$ cat src/rtl/idex_stage_pkg.sv
// idex_stage_pkg: control-word layout and register constants shared by the ID/EX stage.
package idex_stage_pkg;
  localparam int CTRL_W = 9;
  localparam int CTRL_REGWRITE = 8;
  localparam int CTRL_MEMREAD = 7;
  localparam int CTRL_MEMWRITE = 6;
  localparam int CTRL_MEMTOREG = 5;
  localparam int CTRL_ALUSRC = 4;
  localparam int CTRL_REGDST = 3;
  localparam int CTRL_ALUOP_MSB = 2;
  localparam int CTRL_ALUOP_LSB = 0;
  localparam int ZERO_REG = 0;
endpackage

$ cat src/rtl/idex_stage_hazard_detect.sv
// idex_hazard_detect: load-use comparator between the load in EX and the instruction in ID.
module idex_hazard_detect
  import idex_stage_pkg::*;
#(
  parameter int addr_bits = 5
) (
  input  logic                 idValid,
  input  logic                 exValid,
  input  logic                 exMemRead,
  input  logic [addr_bits-1:0] exRt,
  input  logic [addr_bits-1:0] idRs,
  input  logic [addr_bits-1:0] idRt,
  input  logic                 extStall,
  output logic                 hazardStall
);
  // A frozen EX keeps the hazard pending, so no request is raised meanwhile.
  assign hazardStall = idValid & exValid & exMemRead & ~extStall &
                       (exRt != addr_bits'(ZERO_REG)) & ((exRt == idRs) | (exRt == idRt));
endmodule

$ cat src/rtl/idex_stage.sv
// idex_stage: ID/EX pipeline register with load-use bubble insertion and a saturating bubble count.
// Optional IDEX_WB_BYPASS_EN adds a WB-to-operand bypass for posedge-writing register banks.
module idex_stage
  import idex_stage_pkg::*;
#(
  parameter int addr_bits = 5,
  parameter int word_wide = 32,
  parameter int cnt_bits = 16
) (
  input  logic                 clock,
  input  logic                 reset,
  input  logic                 id_valid,
  input  logic [word_wide-1:0] id_readData1,
  input  logic [word_wide-1:0] id_readData2,
  input  logic [word_wide-1:0] id_imm,
  input  logic [word_wide-1:0] id_pc4,
  input  logic [addr_bits-1:0] id_rs,
  input  logic [addr_bits-1:0] id_rt,
  input  logic [addr_bits-1:0] id_rd,
  input  logic [CTRL_W-1:0]    id_ctrl,
  input  logic                 flush,
  input  logic                 ext_stall,
`ifdef IDEX_WB_BYPASS_EN
  input  logic                 wb_regWrite,
  input  logic [addr_bits-1:0] wb_writeReg,
  input  logic [word_wide-1:0] wb_writeData,
`endif
  output logic                 ex_valid,
  output logic [word_wide-1:0] ex_readData1,
  output logic [word_wide-1:0] ex_readData2,
  output logic [word_wide-1:0] ex_imm,
  output logic [word_wide-1:0] ex_pc4,
  output logic [addr_bits-1:0] ex_rs,
  output logic [addr_bits-1:0] ex_rt,
  output logic [addr_bits-1:0] ex_rd,
  output logic [CTRL_W-1:0]    ex_ctrl,
  output logic                 hazard_stall,
  output logic [cnt_bits-1:0]  bubble_cnt
);
  logic hazardStall;
  logic loadLive;
  logic [word_wide-1:0] operand1;
  logic [word_wide-1:0] operand2;

  idex_hazard_detect #(.addr_bits(addr_bits)) hazardDetect (
    .idValid    (id_valid),
    .exValid    (ex_valid),
    .exMemRead  (ex_ctrl[CTRL_MEMREAD]),
    .exRt       (ex_rt),
    .idRs       (id_rs),
    .idRt       (id_rt),
    .extStall   (ext_stall),
    .hazardStall(hazardStall)
  );

  assign hazard_stall = hazardStall;
  assign loadLive = id_valid & ~flush & ~hazardStall;

`ifdef IDEX_WB_BYPASS_EN
  assign operand1 = (wb_regWrite && wb_writeReg != addr_bits'(ZERO_REG) && wb_writeReg == id_rs) ? wb_writeData : id_readData1;
  assign operand2 = (wb_regWrite && wb_writeReg != addr_bits'(ZERO_REG) && wb_writeReg == id_rt) ? wb_writeData : id_readData2;
`else
  assign operand1 = id_readData1;
  assign operand2 = id_readData2;
`endif

  // Data fields always follow ID; only valid/ctrl decide whether EX sees a bubble.
  always_ff @(posedge clock or negedge reset) begin
    if (!reset) begin
      ex_valid <= 1'b0;
      ex_readData1 <= '0;
      ex_readData2 <= '0;
      ex_imm <= '0;
      ex_pc4 <= '0;
      ex_rs <= '0;
      ex_rt <= '0;
      ex_rd <= '0;
      ex_ctrl <= '0;
      bubble_cnt <= '0;
    end else if (!ext_stall) begin
      ex_valid <= loadLive;
      ex_readData1 <= operand1;
      ex_readData2 <= operand2;
      ex_imm <= id_imm;
      ex_pc4 <= id_pc4;
      ex_rs <= id_rs;
      ex_rt <= id_rt;
      ex_rd <= id_rd;
      ex_ctrl <= loadLive ? id_ctrl : '0;
      if (!flush && hazardStall && bubble_cnt != '1) bubble_cnt <= bubble_cnt + cnt_bits'(1);
    end
  end
endmodule

$ cat config.mk
export PLATFORM = sky130hd
export DESIGN_NAME = idex_stage
export DESIGN_NICKNAME = d
export VERILOG_FILES = /design/src/rtl/idex_stage_pkg.sv /design/src/rtl/idex_stage_hazard_detect.sv /design/src/rtl/idex_stage.sv
export SDC_FILE = /design/constraint.sdc
export NUM_CORES = 1
export LEC_CHECK = 0
export CAP_MARGIN = 5
export CORE_AREA = 3 3 126 128
export CTS_CLUSTER_SIZE = 8
export DETAILED_ROUTE_END_ITERATION = 8
export DIE_AREA = 0 0 129 131
export DONT_BUFFER_PORTS = 1
export GPL_ROUTABILITY_DRIVEN = 1
export PLACE_DENSITY = 0.67
export SLEW_MARGIN = 5
export SYNTH_ARGS = -nofsm -noshare
export SYNTH_HDL_FRONTEND = slang
export SYNTH_SLANG_ARGS = --single-unit
$ cat constraint.sdc
create_clock -name clock -period 2.21 [get_ports clock]
set_clock_uncertainty 0.1 [all_clocks]
set_input_delay 0.442 -clock clock [delete_from_list [all_inputs] [get_ports clock]]
set_output_delay 0.442 -clock clock [all_outputs]
set_load 0.005 [all_outputs]
# [Word level (Yosys, flattened, before mapping)]
# Cells that the tools add are included.
[op_classes] addsub=1 muxes=1 bitwise_logic=11 reduce_logical=5 eq_ne=3
[ops] operator="$add 16x1->16 const B" count=1
[ops] operator="$ne 16x16->1 const B" count=1
[ops] operator="$eq 5x5->1" count=2
[ops] operator="$mux 9" count=1
[ops] operator="$and 1x1->1" count=7
[ops] operator="$reduce_bool 5->1" count=1
[ops] operator="$not 1->1" count=3
[ops] operator="$logic_and 1x1->1" count=2
[ops] operator="$reduce_and 2->1" count=1
[ops] operator="$logic_not 1->1" count=1
[ops] operator="$or 1x1->1" count=1
[word_totals] wordCells=31 input_bits=157 ff_bits=169 output_inout_bits=170

# [Depth between registers and ports, before layout]
[depth] depth_word=8 ltp_mapped=7 mapped_depth_nobuf=6

# [Cells and area by module]
# Synthesis repeated with hierarchy kept, for this count alone.
[unflattened] hier_cells=418 hier_area_um2=6658.9
[by_module_without_submodules] module="idex_stage" seq_area_each_um2=4229.1 instances=1 cells_each=400 area_per_inst_um2=6518.8
[by_module_without_submodules] module="idex_hazard_detect" seq_area_each_um2=0.0 instances=1 cells_each=18 area_per_inst_um2=140.1

# [Worst setup path before layout]
# OpenSTA, ideal clock, no wires.
[synth_timing] kind="register to register" start="reg ex_rt[1]" end="reg bubble_cnt[14]" path_stages_with_launch=8 t_required_ns=2.031 slack_ns=0.125 path_buffers=1 t_arrival_ns=1.906 setup_time_ns=0.079 cell_sequence="dfrtp_1 xor2_1 nor3_2 a22oi_1 or4_1 buf_4 nor4_4 xor2_1"
[synth_via] elab_chain_len=6 elab_cells_between_ends=9 classes_between="2 x eq/ne; 3 x bitwise; 4 x reduce/logical"
[synth_rtl] element="start: declaration" line_no="idex_stage.sv:34" source="output logic [addr_bits-1:0] ex_rt,"
[synth_rtl] element="start signal: assignment" line_no="idex_stage.sv:87" source="ex_rt <= id_rt;"
[synth_rtl] element="$eq 5x5->1 / $reduce_bool 5->1 (equally long branches)" line_no="idex_stage_hazard_detect.sv:18" source="(exRt != addr_bits'(ZERO_REG)) & ((exRt == idRs) | (exRt == idRt));"
[synth_rtl] element="$or 1x1->1 / $and 1x1->1 (equally long branches)" line_no="idex_stage_hazard_detect.sv:18, idex_stage_hazard_detect.sv:17"
[synth_rtl] element="$and 1x1->1 (*)" line_no="idex_stage_hazard_detect.sv:18"
[synth_rtl] element="$logic_and 1x1->1 (*) (2 in series)" line_no="idex_stage.sv:90" source="if (!flush && hazardStall && bubble_cnt != '1) bubble_cnt <= bubble_cnt + cnt_bits'(1);"
[synth_rtl] element="$reduce_and 2->1 (no source line) (*)"
[synth_rtl] element="end signal: assignment" line_no="idex_stage.sv:90"
[synth_rtl] element="end: declaration" line_no="idex_stage.sv:38" source="output logic [cnt_bits-1:0] bubble_cnt"
# Every way passes the cells marked *; elsewhere a longest branch is shown, timed or not.
# A chain may end at the register's enable or synchronous reset.

# [Worst setup path in the final report]
[layout_timing] start="reg ex_rt[0]" end="out hazard_stall"
[layout_via] elab_chain_len=3 elab_cells_between_ends=6 classes_between="2 x eq/ne; 3 x bitwise; 1 x reduce/logical"
[layout_rtl] element="$eq 5x5->1 / $reduce_bool 5->1 (equally long branches)" line_no="idex_stage_hazard_detect.sv:18"
[layout_rtl] element="$or 1x1->1 / $and 1x1->1 (equally long branches)" line_no="idex_stage_hazard_detect.sv:18, idex_stage_hazard_detect.sv:17"
[layout_rtl] element="$and 1x1->1 (*)" line_no="idex_stage_hazard_detect.sv:18"
[layout_rtl] element="end: declaration" line_no="idex_stage.sv:37" source="output logic hazard_stall,"
# Marked as above.

==> reports/metrics.yaml <==
numCtsBuffers: 17
critical_path.max_stage_delay_ns: 0.57
start_util: 0.437
synth.avg_cell_area_um2: 15.8
grt_pass1_wl_um: 21500
gp_routability_congestion: 0.816
regArea_um2: 4230
rr_worst_depth: 8
synth_top_family_by_area: "multiplexers"
period_needed_ns: 2.36
layout.nets: 594
path_class: "flop to output port"
root_buffer: "clkbuf_16"
drtPass1Iterations: 5
synthAdderAreaFrac: 0.00191
holdWs_ns: -0.384
setup_tns_ns: -0.172
fmax_ghz: 0.423
layout_common_cells: "dfrtp_1 (167), mux2_2 (143), buf_4 (20)"
ys_seq_area_frac: 0.647
core.rowCount: 45
netlist-cell-type-count: 26
hold_class: "primary input to async pin"
io_buffers: 0
slew_viol_final: 0
cp.arrival_ns: 1.82
critPathLaunchType: "flop"
worstPathCellList: "or4_4 -> o2111ai_4 -> nor2_4 -> buf_6"
cts_tree: "done"
syn_nets: 572
violations: "negative hold slack, negative setup slack"
die_area_um2: 16900
setup_slack_ns: -0.153
multiInputGateArea_um2: 2310
reg2reg_slack_ns: -0.02
r2r_end: "bubble_cnt[14]$_DFFE_PN0P_"
syn-cell-area_um2: 6540
die_h_um: 131
timing_hold_violations_final: 169
hpwl_um: 10500
finalSetupViolCount: 2
peakVddDrop_mv: 0.543
drv_cap: 0
antenna_left: 0
vias: 3527
synth-xor-area-share: 0.0335
htreeDepth: 4
grt_use_total: 0.168
clk_pin_slew_ns: 0.06
cp_slowest_cell: "or4_4"
die_w_um: 129
grt_max_degree: 170
worst_skew_pair.late_latency_ns: 0.42
grt_antenna_before_repair: 4
finalPower_uw: 6800
drt-initial-drc-count: 132
wire_per_inst_um: 23.0
core-area_um2: 15000
synth_compound_area_frac: 0.0166
drive_gt1_frac: 0.474
area_delta_synth_final_pct: 15.1
required_ns: 1.67
vias_per_cell: 5.52
yosysWarnings: 0
r2r-start: "ex_rt[3]$_DFFE_PN0N_"
end_kind: "output port"
ioPinCount: 327
status: "finished, violations left"
drc: 0
power_per_cell_area_nw_per_um2: 903
relSlewSlack: 0.638
fillCellCount: 1270
grt_pass1_vias: 3844
period_share: 1.07
worstPathMaxFanout: 3
cts_sinks: 169
clk_path_buf_depth: 2
final_common_cell: "dfrtp_1"
postSynthCellCount: 414
synth_seq_cells: 169
rsz0062_at_grt: "true"
synth.area.mux_share: 0.246
grt-ovfl-total: 0
leakage_uw: 0.00331
yosys.area_share.simple: 0.0430
tightest_slew_ns: 0.541
wl_um: 14700
[timing repair]
action | in CTS | in global routing
setup buffers | 2 | 2
hold endpoints to repair | 169 | 169
resized for setup | 10 | 11
setup endpoints to repair | 3 | 8
pin swaps | 3 | 7
[sequential cells by signal, indices dropped and copies added, names as in the netlist]
signal        flops
ex_ctrl           9
ex_rs             5
ex_readData1     32
ex_valid          1
ex_rd             5
ex_imm           32
bubble_cnt       16
ex_rt             5
ex_readData2     32
ex_pc4           32
[worst max-delay path, delay by kind of cell (launching register included)]
family | cells | cell delay [ns]
compound gates | 1 | 0.24
buf+inv | 1 | 0.12
flops | 1 | 0.41
simple gates | 2 | 0.65
[report_power, final]
part	switching, µW	internal (µW)	total (µW)
combinational	99.8	272	371
clock	1220	1600	2810
sequential	245	3370	3620
[how the worst max path moves through the flow]
stage,from,end,slack (ns),depth (start not counted)
finish,ex_rt[0]$_DFFE_PN0N_,hazard_stall,-0.15,4
floorplan,ex_rt[1]$_DFFE_PN0N_,bubble_cnt[14]$_DFFE_PN0P_,0.12,7
global route,ex_rt[0]$_DFFE_PN0N_,hazard_stall,-0.23,4
CTS,ex_rt[3]$_DFFE_PN0N_,hazard_stall,-0.21,4
detailed placement,ex_rt[2]$_DFFE_PN0N_,bubble_cnt[5]$_DFFE_PN0P_,0.02,7
global placement,id_rs[2],bubble_cnt[14]$_DFFE_PN0P_,0.06,7
[synthesized netlist by cell type]
| cell | instances | area [µm²] |
|---|---|---|
| nor4_4 | 1 | 21.3 |
| xnor2_1 | 7 | 61.3 |
| nand4_1 | 6 | 37.5 |
| a21o_1 | 1 | 7.51 |
| ha_1 | 1 | 12.5 |
| or4_1 | 2 | 15.0 |
| mux2_2 | 143 | 1610 |
| nand4b_1 | 1 | 8.76 |
| nor4_1 | 2 | 12.5 |
| nor2b_1 | 1 | 6.26 |
| a22o_1 | 9 | 78.8 |
| nor3_2 | 4 | 40.0 |
| nor3_1 | 4 | 20.0 |
| and3_1 | 1 | 6.26 |
| nor4_2 | 1 | 12.5 |
| nor3b_2 | 1 | 12.5 |
| a22oi_1 | 1 | 7.51 |
| nor2_1 | 5 | 18.8 |
| buf_4 | 2 | 15.0 |
| xor2_1 | 18 | 158 |
| nand2_1 | 10 | 37.5 |
| o2111ai_2 | 1 | 15.0 |
| nand3_1 | 4 | 20.0 |
| clkbuf_1 | 17 | 63.8 |
| dfrtp_1 | 169 | 4230 |
| and2_1 | 2 | 12.5 |
[layout make-up]
class	count	share of cell area
flip-flops and latches	169	0.562
multi-input cells	226	0.307
clock buffers	20	0.0593
well taps	188	0.0312
repair buffers	22	0.0241
clock inverters	12	0.0155
diodes	2	0.000665
[logic make-up after synthesis]
| family | count (synthesis) |
|---|---|
| flip-flops | 169 |
| adder cells (fa/ha/maj) | 1 |
| AND/OR/NAND/NOR | 45 |
| multiplexers | 143 |
| AO/OA/AOI/OAI | 12 |
| buffers and inverters | 19 |
| XOR/XNOR | 25 |
[through the flow]
stage	cells	setup slack, ns	area (µm²)	util
global placement	601	0.0645	6830	0.456
finish	639	-0.153	7530	0.503
floorplan	414	0.125	6540	-
global route	639	-0.229	7530	0.503
detailed placement	601	0.0158	6830	0.456
CTS	635	-0.206	7460	0.498
[routing by layer]
metal,GRT usage,part of all wire
met1,0.170,0.33
met2,0.287,0.53
met3,0.105,0.12
met4,0.0531,0.010
met5,0,0.0019
Power figures use the tool's default switching activity.
